--- config.mk ---
export PLATFORM = sky130hd
export DESIGN_NAME = mp_control_fsm
export DESIGN_NICKNAME = d
export VERILOG_FILES = /design/src/rtl/mp_pkg.sv /design/src/rtl/mp_wait_timer.sv /design/src/rtl/mp_control_fsm.sv
export SDC_FILE = /design/constraint.sdc
export NUM_CORES = 1
export LEC_CHECK = 0
export CORE_MARGIN = 2
export CORE_UTILIZATION = 30
export CTS_BUF_LIST = sky130_fd_sc_hd__clkbuf_8
export DETAILED_ROUTE_END_ITERATION = 6
export GPL_TIMING_DRIVEN = 0
export HOLD_SLACK_MARGIN = 0.05
export PLACE_DENSITY = 0.51
export SYNTH_ARGS = -nofsm -noshare
export SYNTH_HDL_FRONTEND = slang
export SYNTH_SLANG_ARGS = --single-unit
--- constraint.sdc ---
create_clock -name Clk -period 2.9 [get_ports Clk]
set_clock_uncertainty 0.2 [all_clocks]
set_input_delay 0.58 -clock Clk [delete_from_list [all_inputs] [get_ports Clk]]
set_output_delay 0.58 -clock Clk [all_outputs]
set_load 0.01 [all_outputs]
--- src/rtl/mp_pkg.sv ---
// rtl/mp_pkg.sv - shared types and encodings for the Microprocesador control unit
//   state_t         : control FSM states
//   OP_*            : instruction opcodes held in IR[15:12]
//   ALU_*, PC_SRC_*, ERR_* : output field encodings
//   is_legal()      : true for every opcode outside A..E
package mp_pkg;

    typedef enum logic [2:0] {
        FETCH  = 3'd0,
        DECODE = 3'd1,
        EXEC   = 3'd2,
        MEM    = 3'd3,
        WB     = 3'd4,
        HALT   = 3'd5
    } state_t;

    localparam logic [3:0] OP_NOP  = 4'h0;
    localparam logic [3:0] OP_ADD  = 4'h1;
    localparam logic [3:0] OP_SUB  = 4'h2;
    localparam logic [3:0] OP_AND  = 4'h3;
    localparam logic [3:0] OP_OR   = 4'h4;
    localparam logic [3:0] OP_ADDI = 4'h5;
    localparam logic [3:0] OP_LD   = 4'h6;
    localparam logic [3:0] OP_ST   = 4'h7;
    localparam logic [3:0] OP_BEQ  = 4'h8;
    localparam logic [3:0] OP_JMP  = 4'h9;
    localparam logic [3:0] OP_HLT  = 4'hF;

    localparam logic [1:0] ALU_ADD = 2'd0;
    localparam logic [1:0] ALU_SUB = 2'd1;
    localparam logic [1:0] ALU_AND = 2'd2;
    localparam logic [1:0] ALU_OR  = 2'd3;

    localparam logic [1:0] PC_SRC_INC = 2'd0;
    localparam logic [1:0] PC_SRC_BR  = 2'd1;
    localparam logic [1:0] PC_SRC_JMP = 2'd2;

    localparam logic [1:0] ERR_NONE    = 2'd0;
    localparam logic [1:0] ERR_ILLEGAL = 2'd1;
    localparam logic [1:0] ERR_TIMEOUT = 2'd2;

    function automatic logic is_legal(input logic [3:0] op);
        return !((op >= 4'hA) && (op <= 4'hE));
    endfunction

endpackage

--- src/rtl/mp_wait_timer.sv ---
// rtl/mp_wait_timer.sv - memory wait counter with timeout flag
//   clk     : system clock
//   start   : entering a waiting state (FETCH or MEM); clears the count
//   ready   : memory completed the access; clears the count
//   clear   : synchronous clear (reset)
//   timeout : count has reached TMO
module mp_wait_timer #(
    parameter int TMO = 15
) (
    input  logic clk,
    input  logic start,
    input  logic ready,
    input  logic clear,
    output logic timeout
);

    localparam int W = (TMO < 2) ? 1 : $clog2(TMO + 1);
    localparam logic [W-1:0] LIMIT = W'(TMO);

    logic [W-1:0] cnt;

    // Counts every cycle it is not cleared; it is only meaningful while the
    // FSM sits in FETCH or MEM, and saturates so it can never wrap past TMO.
    always_ff @(posedge clk) begin
        if (clear || start || ready) begin
            cnt <= '0;
        end else if (cnt != LIMIT) begin
            cnt <= cnt + W'(1);
        end
    end

    assign timeout = (cnt == LIMIT);

endmodule

--- src/rtl/mp_control_fsm.sv ---
// rtl/mp_control_fsm.sv - multicycle control unit for the Microprocesador datapath
//   Clk, Reset            : clock, synchronous active-high reset
//   Opcode, Zero          : IR[15:12] and ALU zero flag
//   Mem_Ready             : memory access completes this cycle
//   PC_En, PC_Src, IR_En  : PC / IR load controls
//   Mem_Rd, Mem_Wr, Addr_Src : memory request and address select
//   ALU_Op, ALU_SrcB      : ALU function and B operand select
//   Reg_Wr, Wb_Src        : register write enable and writeback select
//   Halted, Err           : stopped flag and sticky error code
//   Instr_Count           : retired instruction counter
module mp_control_fsm
    import mp_pkg::*;
#(
    parameter int OPW  = 4,
    parameter int TMO  = 15,
    parameter int CNTW = 16
) (
    input  logic            Clk,
    input  logic            Reset,
    input  logic [OPW-1:0]  Opcode,
    input  logic            Zero,
    input  logic            Mem_Ready,
    output logic            PC_En,
    output logic [1:0]      PC_Src,
    output logic            IR_En,
    output logic            Mem_Rd,
    output logic            Mem_Wr,
    output logic            Addr_Src,
    output logic [1:0]      ALU_Op,
    output logic            ALU_SrcB,
    output logic            Reg_Wr,
    output logic            Wb_Src,
    output logic            Halted,
    output logic [1:0]      Err,
    output logic [CNTW-1:0] Instr_Count
);

    state_t     state, state_n;
    logic [3:0] op;
    logic       retire;
    logic       set_err;
    logic [1:0] err_code;
    logic       timer_start;
    logic       timeout;

    assign op = Opcode[3:0];

    mp_wait_timer #(.TMO(TMO)) u_wait_timer (
        .clk     (Clk),
        .start   (timer_start),
        .ready   (Mem_Ready),
        .clear   (Reset),
        .timeout (timeout)
    );

    always_ff @(posedge Clk) begin
        if (Reset) begin
            state       <= FETCH;
            Err         <= ERR_NONE;
            Instr_Count <= '0;
        end else begin
            state <= state_n;
            if (set_err) begin
                Err <= err_code;
            end
            if (retire) begin
                Instr_Count <= Instr_Count + CNTW'(1);
            end
        end
    end

    always_comb begin
        state_n  = state;
        PC_En    = 1'b0;
        PC_Src   = PC_SRC_INC;
        IR_En    = 1'b0;
        Mem_Rd   = 1'b0;
        Mem_Wr   = 1'b0;
        Addr_Src = 1'b0;
        ALU_Op   = ALU_ADD;
        ALU_SrcB = 1'b0;
        Reg_Wr   = 1'b0;
        Wb_Src   = 1'b0;
        retire   = 1'b0;
        set_err  = 1'b0;
        err_code = ERR_NONE;

        unique case (state)
            FETCH: begin
                Mem_Rd = 1'b1;
                // Ready wins over timeout when both land on the same cycle.
                if (Mem_Ready) begin
                    IR_En   = 1'b1;
                    PC_En   = 1'b1;
                    state_n = DECODE;
                end else if (timeout) begin
                    set_err  = 1'b1;
                    err_code = ERR_TIMEOUT;
                    state_n  = HALT;
                end
            end

            DECODE: begin
                if (op == OP_NOP) begin
                    retire  = 1'b1;
                    state_n = FETCH;
                end else if (op == OP_HLT) begin
                    state_n = HALT;
                end else if (!is_legal(op)) begin
                    set_err  = 1'b1;
                    err_code = ERR_ILLEGAL;
                    state_n  = HALT;
                end else begin
                    state_n = EXEC;
                end
            end

            EXEC: begin
                case (op)
                    OP_SUB, OP_BEQ: ALU_Op = ALU_SUB;
                    OP_AND:         ALU_Op = ALU_AND;
                    OP_OR:          ALU_Op = ALU_OR;
                    default:        ALU_Op = ALU_ADD;
                endcase
                ALU_SrcB = (op == OP_ADDI) || (op == OP_LD) || (op == OP_ST);
                if (op == OP_BEQ) begin
                    PC_En   = Zero;
                    PC_Src  = PC_SRC_BR;
                    retire  = 1'b1;
                    state_n = FETCH;
                end else if (op == OP_JMP) begin
                    PC_En   = 1'b1;
                    PC_Src  = PC_SRC_JMP;
                    retire  = 1'b1;
                    state_n = FETCH;
                end else if ((op == OP_LD) || (op == OP_ST)) begin
                    state_n = MEM;
                end else begin
                    state_n = WB;
                end
            end

            MEM: begin
                Addr_Src = 1'b1;
                Mem_Rd   = (op == OP_LD);
                Mem_Wr   = (op == OP_ST);
                if (Mem_Ready) begin
                    if (op == OP_ST) begin
                        retire  = 1'b1;
                        state_n = FETCH;
                    end else begin
                        state_n = WB;
                    end
                end else if (timeout) begin
                    set_err  = 1'b1;
                    err_code = ERR_TIMEOUT;
                    state_n  = HALT;
                end
            end

            WB: begin
                Reg_Wr  = 1'b1;
                Wb_Src  = (op == OP_LD);
                retire  = 1'b1;
                state_n = FETCH;
            end

            HALT: begin
                state_n = HALT;
            end

            default: begin
                state_n = HALT;
            end
        endcase
    end

    // The wait counter restarts on every fresh entry into a waiting state.
    assign timer_start = ((state_n == FETCH) || (state_n == MEM)) && (state_n != state);
    assign Halted      = (state == HALT);

endmodule

* Word-level counts from Yosys, hierarchy flattened *
Cells that the tools add are included.

word-level totals
  bits in registers = 25
  input port bits = 8
  output and inout bits = 31
  logic and storage cells = 83

operators by class
  add/subtract/negate cells = 2
  order comparisons = 2
  eq/ne operators = 18
  muxes and demuxes = 44
  reductions and logical operators = 13

operators with widths
  cell                                                   count
  two-way mux 3 bit                                      10
  two-way mux 1 bit                                      21
  adder 16 x 1 -> 16 bit, second input constant          1
  equality test 4 x 3 -> 1 bit, second input constant    4
  equality test 4 bit, second input constant             4
  case mux 3 bit (5 select lines)                        1
  two-way mux 2 bit                                      6
  equality test 3 x 2 -> 1 bit, second input constant    3
  equality test 4 x 2 -> 1 bit, second input constant    2
  equality test 3 bit, second input constant             2
  logical NOT 3 bit                                      2
  logical OR 1 bit                                       6
  case mux 1 bit (2 select lines)                        3
  case mux 2 bit (3 select lines)                        1
  adder 4 x 1 -> 4 bit, second input constant            1
  >= comparator 4 bit, second input constant             1
  less-or-equal comparator 4 bit, second input constant  1
  logical NOT 4 bit                                      1
  != test 4 bit, second input constant                   1
  case mux 1 bit (4 select lines)                        1
  case mux 2 bit (2 select lines)                        1
  OR reduction 2 bit                                     2
  equality test 3 x 1 -> 1 bit, second input constant    1
  != test 3 bit                                          1
  logical AND 1 bit                                      2

* Depth between registers and ports, before layout *
Gate-level depths: netlist of the first run.

  depth after elaboration = 11
  mapped depth = 6

* Hierarchy *
From an unflattened synthesis of the first run, not the netlist that was laid out.

unflattened totals
  cells, all modules = 195
  area total of the unflattened synthesis = 1617.8 um^2

modules (own cells, without submodules)
  module          times used  cells each  area each (um^2)
  mp_control_fsm  1           176         1407.6
  mp_wait_timer   1           19          210.2

* Least setup slack after synthesis of the first run *
OpenSTA, ideal clock, no wires.

  kind = in2reg
  from = in Opcode[1]
  to = reg Instr_Count[5]
  library setup time = 0.123 ns
  data arrival time = 2.053 ns
  data required time = 2.577 ns
  path slack = 0.523 ns
  cell stages on the path = 5
  path buffers = 1
  cell sequence = or4_4 > o22a_4 > buf_6 > a211oi_2 > mux2_1

between the ends
  longest elaborated chain between the ends = 4
  elaborated cells between the ends (all ways) = 10
  classes of those cells = 3 x eq/ne; 6 x mux; 1 x reduce/logical

RTL lines
  element                                                                     line                                          text
  from (decl)                                                                 mp_control_fsm.sv:20                          input logic [OPW-1:0] Opcode,
  equality test 4 x 3 -> 1 bit / equality test 4 bit (equally long branches)  mp_control_fsm.sv:148, mp_control_fsm.sv:131
  two-way mux 1 bit (on tied branches)                                        mp_control_fsm.sv:148, mp_control_fsm.sv:131
  two-way mux 1 bit (on tied branches)                                        mp_control_fsm.sv:147, mp_control_fsm.sv:126
  case mux 1 bit (4 select lines) *                                           mp_control_fsm.sv:88                          unique case (state)
  to (signal assigned)                                                        mp_control_fsm.sv:67                          Instr_Count <= Instr_Count + CNTW'(1);
  to (decl)                                                                   mp_control_fsm.sv:35                          output logic [CNTW-1:0] Instr_Count

Every way passes the cells marked *; elsewhere a longest branch is shown, timed or not.
A chain may end at the register's enable or synchronous reset.

* Final worst setup path of the first run *
  from = reg state[1]
  to = out Wb_Src

between the ends
  longest elaborated chain between the ends = 2

RTL lines
  element                 line                  text
  from (decl)             mp_control_fsm.sv:38  state_t state, state_n;
  from (signal assigned)  mp_control_fsm.sv:62  state <= state_n;
  equality test 3 bit     mp_control_fsm.sv:88
  two-way mux 1 bit       mp_control_fsm.sv:88
  to (decl)               mp_control_fsm.sv:32  output logic Wb_Src,

Every way passes these cells.

==> results.toml, run 1 <==
[outcome]
run_status = "complete, no violations"

[global_route]
overflow = 0
grt_pass1_vias = 1582
grt_pass1_wl_um = 8000
antenna_found_initial = 0
grt_max_degree = 14
gr-usage-all-layers_pct = 15.6

[critical_path]
worst-setup-path-type = "reg -> out"
reg2reg_from = "state[1]"
critical_path.startpoint = "state[1]"
required_ps = 2120
start_kind = "flop"
cp_max_fo = 10
critPathArrivalTime_ps = 2060
cp-end-kind = "output pin"

[drt]
final_antenna_net_count = 0
drtIter0Drc = 76
drc = 0
dr.pass1.iters = 4
drt_wl_total_um = 4640
viasPerCell = 5.17
detail_route.wl_per_cell_um = 14.1
vias = 1695

[die]
core-area_um2 = 5570
die_y_um = 80.3
ioPinCount = 39
fp.dieW_um = 80.3
rows = 27
die_area_um2 = 6450
start_util_pct = 31.3

[power_and_ir_drop]
p_leak_nw = 0.845
power.density_nw_per_um2 = 334
finalPower_uw = 768
irDropWorstVdd_mv = 0.197

[layout]
final_cell_mix = "clkdlybuf4s50_1 (28), dfxtp_1 (25), nor2_1 (25), nor2b_1 (15), a21oi_1 (14)"
antenna_cells = 0
drive_gt1_share_pct = 14.1
final_common_cell = "clkdlybuf4s50_1"
final_util_pct = 41.3
synthToLayoutAreaGrowth_pct = 31.7
num-nets-final = 267
fillers = 607

[logic_synthesis]
synth_top_cell_area_share_pct = 28.7
synth_warnings = 0
ys.flop_type = "dfxtp_1"
yosys.area.top_type = "dfxtp_1"
synth-seq-cells = 25
synthSimpleGateAreaFrac_pct = 31.4
muxShareOfSynthArea_pct = 10.2
synth_top_family_by_area = "simple AND/OR/NAND/NOR gates"
synth_edf_count = 0
ys_types = 49
netlist_area_um2 = 1750
synthCells = 214
synth-compound-area-share_pct = 22.3
syn_nets = 224
postSynthAreaPerCell_um2 = 8.16
async_flop_share_pct = 0
seq_area_frac_synth_pct = 28.7
synth_fa_ha_area_share_pct = 1.43
synth.area.top_cells = "dfxtp_1 (29%), mux2_2 (5.8%), nor2_1 (5.4%)"
synth-xor-area-share_pct = 1.50

[sta]
slew-limit-headroom_pct = 57.0
rsz0062_at_grt = "no"
max_freq_mhz = 352
tightest_slew_ps = 643
layout_min_cycle_time_ps = 2840
hold_viol = 0
drv_slew = 0
finalSetupViolations = 0
finalCritPeriodShare_pct = 98.0

[place]
place_hpwl_um = 3370
gp_congestion = 0.769
port_buffers = 38

[hold_path]
worstHoldStart = "Err[0]"
min_path_type = "reg -> reg"

[clocking]
cts_tree = "yes"
numCtsBuffers = 3
root_buffer = "clkbuf_8"
htree_levels = 1
cts_hold_buf = 0
clkLatencyLatePin_ps = 270
clock_path_buffers = 2
post-cts-setup-buffers = 0
cts_sinks = 25
path_clk_slew_ps = 90

[flow_run]
max_cap_violations = 0
## flip-flops by register name, indices dropped and copies added, names as in the netlist
register	count
Err	2
Instr_Count	16
state	3
u_wait_timer.cnt	4
## kinds of logic (layout without fill, tap and decap cells)
logic type / Yosys count / in the layout
buf+inv: 18 / 60
compound gates: 50 / 50
flops: 25 / 25
simple gates: 100 / 100
mux: 16 / 16
xor+xnor: 3 / 3
fa+ha+maj: 2 / 2
## power breakdown
| part | leakage, nW | internal [mW] | switching [mW] |
|---|---|---|---|
| sequential | 0.202 | 0.354 | 0.0118 |
| combinational | 0.616 | 0.0831 | 0.112 |
| clock | 0.0269 | 0.0949 | 0.112 |
## cell type report
| type | count | area [µm²] | share of cell area (%) |
|---|---|---|---|
| multi-input cells | 171 | 1180 | 51.5 |
| flip-flops and latches | 25 | 500 | 21.8 |
| repair buffers | 38 | 368 | 16.0 |
| plain buffers | 16 | 104 | 4.52 |
| well taps | 72 | 90.1 | 3.92 |
| clock buffers | 3 | 41.3 | 1.80 |
| inverters | 2 | 7.51 | 0.326 |
| clock inverters | 1 | 3.75 | 0.163 |
## worst max-delay path, stage by stage, from the launching register on
cell and delay [ps]:
dfxtp_1 320, buf_2 170, nor3b_1 550, and2_1 210, clkdlybuf4s50_1 530
## final timing paths
path	end	cells past startpoint	slack, ps
max	Wb_Src	4	60
max reg2reg	Instr_Count[11]	6	510
min reg2reg	Err[0]	2	260
min	Err[0]	2	260
## per-layer routing
layer / up-vias / global-route usage [%] / wire (µm)
li1: 870 / - / -
met1: 797 / 23.1 / 2390
met2: 23 / 23.5 / 2050
met3: 5 / 2.36 / 146
met4: 0 / 4.07 / 48
met5: - / 0 / 0
## synth_stat cells (4+ instances only)
library cell  instances
nand3_1              13
a211oi_2              4
nor2b_1              15
and2_1                4
a21oi_1              14
clkbuf_1             13
nand2_1              11
nor3b_1               4
nor2_1               25
mux2_1                6
mux2_2                9
o21ai_0              10
nor3_1                7
dfxtp_1              25
## stage by stage
stage	cell area [µm²]	setup TNS [ps]	hold WS, ps	cells	setup WS, ps
after floorplan	1750	0	281	214	523
after global placement	2220	-5050	247	324	-506
after detailed placement	2220	-5270	250	324	-525
after CTS	2290	0	263	328	4.57
after global routing	2300	0	294	328	4.79
final	2300	0	260	328	59.4
## timing repair
action	CTS	global route
setup endpoints to repair	10	6
cloned	0	0
gates resized for setup	22	11
(Power assumes the default switching activity.)
==> run 2, diff against run 1 <==
CORE_ASPECT_RATIO = 0.6   (was not set)
MAX_ROUTING_LAYER = met4   (was not set)
==> results.toml, run 2 (synthesis results as in run 1) <==
[layout]
synthToLayoutAreaGrowth_pct = 33.3
antenna_cells = 0
top_register = "Instr_Count"
largest_reg_flops = 16
num-nets-final = 269
final_common_cell = "clkdlybuf4s50_1"
final_cell_mix = "clkdlybuf4s50_1 (28), dfxtp_1 (25), nor2_1 (24), a21oi_1 (14), nor2b_1 (14)"
drive_gt1_share_pct = 15.9
reg.largest.list = "Instr_Count: 16 flops, u_wait_timer.cnt: 4 flops, state: 3 flops"

[flow_run]
max_cap_violations = 0

[sta]
layout_min_cycle_time_ps = 2830
finalSetupViolations = 0
tightest_slew_ps = 555
finalCritPeriodShare_pct = 97.7
whs_ps = 276
slew-limit-headroom_pct = 62.9
hold_viol = 0
rsz0062_at_grt = "no"
drv_slew = 0
max_freq_mhz = 353
final.setup.worst_slack_ps = 66.7

[die]
rows = 21
fp.dieW_um = 103
core-area_um2 = 5600
die_area_um2 = 6470
start_util_pct = 31.2
die_y_um = 63.1
ioPinCount = 39

[critical_path]
critical_path.startpoint = "Opcode[3]"
crit_end = "Wb_Src"
critPathArrivalTime_ps = 2050
reg2reg_from = "state[1]"
worst-setup-path-type = "in -> out"
cp_max_fo = 10
reg2reg_depth = 6
cp_slowest_cell = "clkdlybuf4s50_1"
reg2reg_to = "Instr_Count[14]"
start_kind = "input port"
slowest_delay_ps = 530
required_ps = 2120
path_cells = "dlygate4sd2_1, clkbuf_8, nand3b_1, nor2_2, and2_1, clkdlybuf4s50_1"
cp-end-kind = "output pin"
r2r_slack_ps = 580

[power_and_ir_drop]
power.density_nw_per_um2 = 331
p_sw_share_pct = 30.7
clkPwrFrac_pct = 26.7
irDropWorstVdd_mv = 0.167
power.internal_uw = 534
p_leak_nw = 0.844
seqPwrFrac_pct = 47.7
switchingPower_uw = 237
combPwrFrac_pct = 25.6

[hold_path]
min_path_type = "reg -> reg"
hold_depth = 2

[drt]
viasPerCell = 5.09
vias = 1719
dr.pass1.iters = 4
final_antenna_net_count = 0
drt_wl_total_um = 4790
drtIter0Drc = 86
drc = 0
detail_route.wl_per_cell_um = 14.2

[clocking]
cts_sinks = 25
clock_path_buffers = 2
cts_hold_buf = 0
cts_tree = "yes"
clkLatencyLatePin_ps = 270
numCtsBuffers = 3
htree_levels = 1
root_buffer = "clkbuf_8"
path_clk_slew_ps = 90

[outcome]
run_status = "complete, no violations"

[global_route]
grt_pass1_vias = 1527
grt_pass1_wl_um = 7790
grtUsageMet3_pct = 3.33
antenna_found_initial = 0
grt_busiest_layer = "met1"
gr-usage-all-layers_pct = 15.7
grt_max_degree = 14
grtUsageMet2_pct = 17.7
overflow = 0
met1_usage_pct = 26.8

[place]
port_buffers = 38
gp_congestion = 0.818
place_hpwl_um = 3630
pre_cts_slack_ps = -582
[run 2: how the worst min path moves through the flow]
stage,from,to,slack (ps)
global placement,Err[1],Err[1],270
detailed placement,Err[0],Err[0],250
floorplan,Err[0],Err[0],280
global route,Err[0],Err[0],290
CTS,Err[0],Err[0],280
finish,Err[0],Err[0],280
[run 2: cell type report]
cell class,instances,area (µm²)
fill,593,3270
multi-input combinational,171,1190
sequential,25,500
timing repair buffer,40,382
buffer,16,104
tap,80,100
clock buffer,3,41.3
inverter,2,7.51
clock inverter,1,3.75
[run 2: layer usage]
| metal | wire length, µm | up-vias | part of all wire (%) |
|---|---|---|---|
| met4 | 21 | 0 | 0.44 |
| met5 | 0 | - | 0 |
| met1 | 2770 | 802 | 58 |
| li1 | - | 875 | - |
| met2 | 1760 | 40 | 37 |
| met3 | 246 | 2 | 5.1 |
[run 2: through the flow]
step / cell area (µm²) / utilization, % / setup TNS, ps / power (mW) / std cells
6_report: 2330 / 41.6 / 0 / 0.771 / 338
3_3_place_gp: 2230 / 39.8 / -4870 / 0.569 / 332
3_5_place_dp: 2230 / 39.8 / -4880 / 0.569 / 332
4_1_cts: 2330 / 41.6 / 0 / 0.782 / 338
5_1_grt: 2330 / 41.6 / 0 / 0.821 / 338
2_1_floorplan: 1750 / - / 0 / 0.493 / 214
[run 2: critical path: cells and delay by family]
kind	cells	cell delay [ps]
buffers and inverters	3	990
AND/OR/NAND/NOR	3	480
[run 2: power groups by stage]
| stage | Clock (mW) | Combinational [mW] | Sequential, mW |
|---|---|---|---|
| floorplan | 0 | 0.120 | 0.372 |
| global placement | 0 | 0.195 | 0.375 |
| detailed placement | 0 | 0.194 | 0.374 |
| CTS | 0.217 | 0.197 | 0.367 |
| global route | 0.233 | 0.219 | 0.370 |
| finish | 0.206 | 0.197 | 0.368 |
[run 2: repair_timing]
action | CTS | global route
cloned | 0 | 0
buffers inserted | 2 | 0
setup endpoints to repair | 10 | 6
gates resized for setup | 29 | 10
pin swaps | 1 | 0
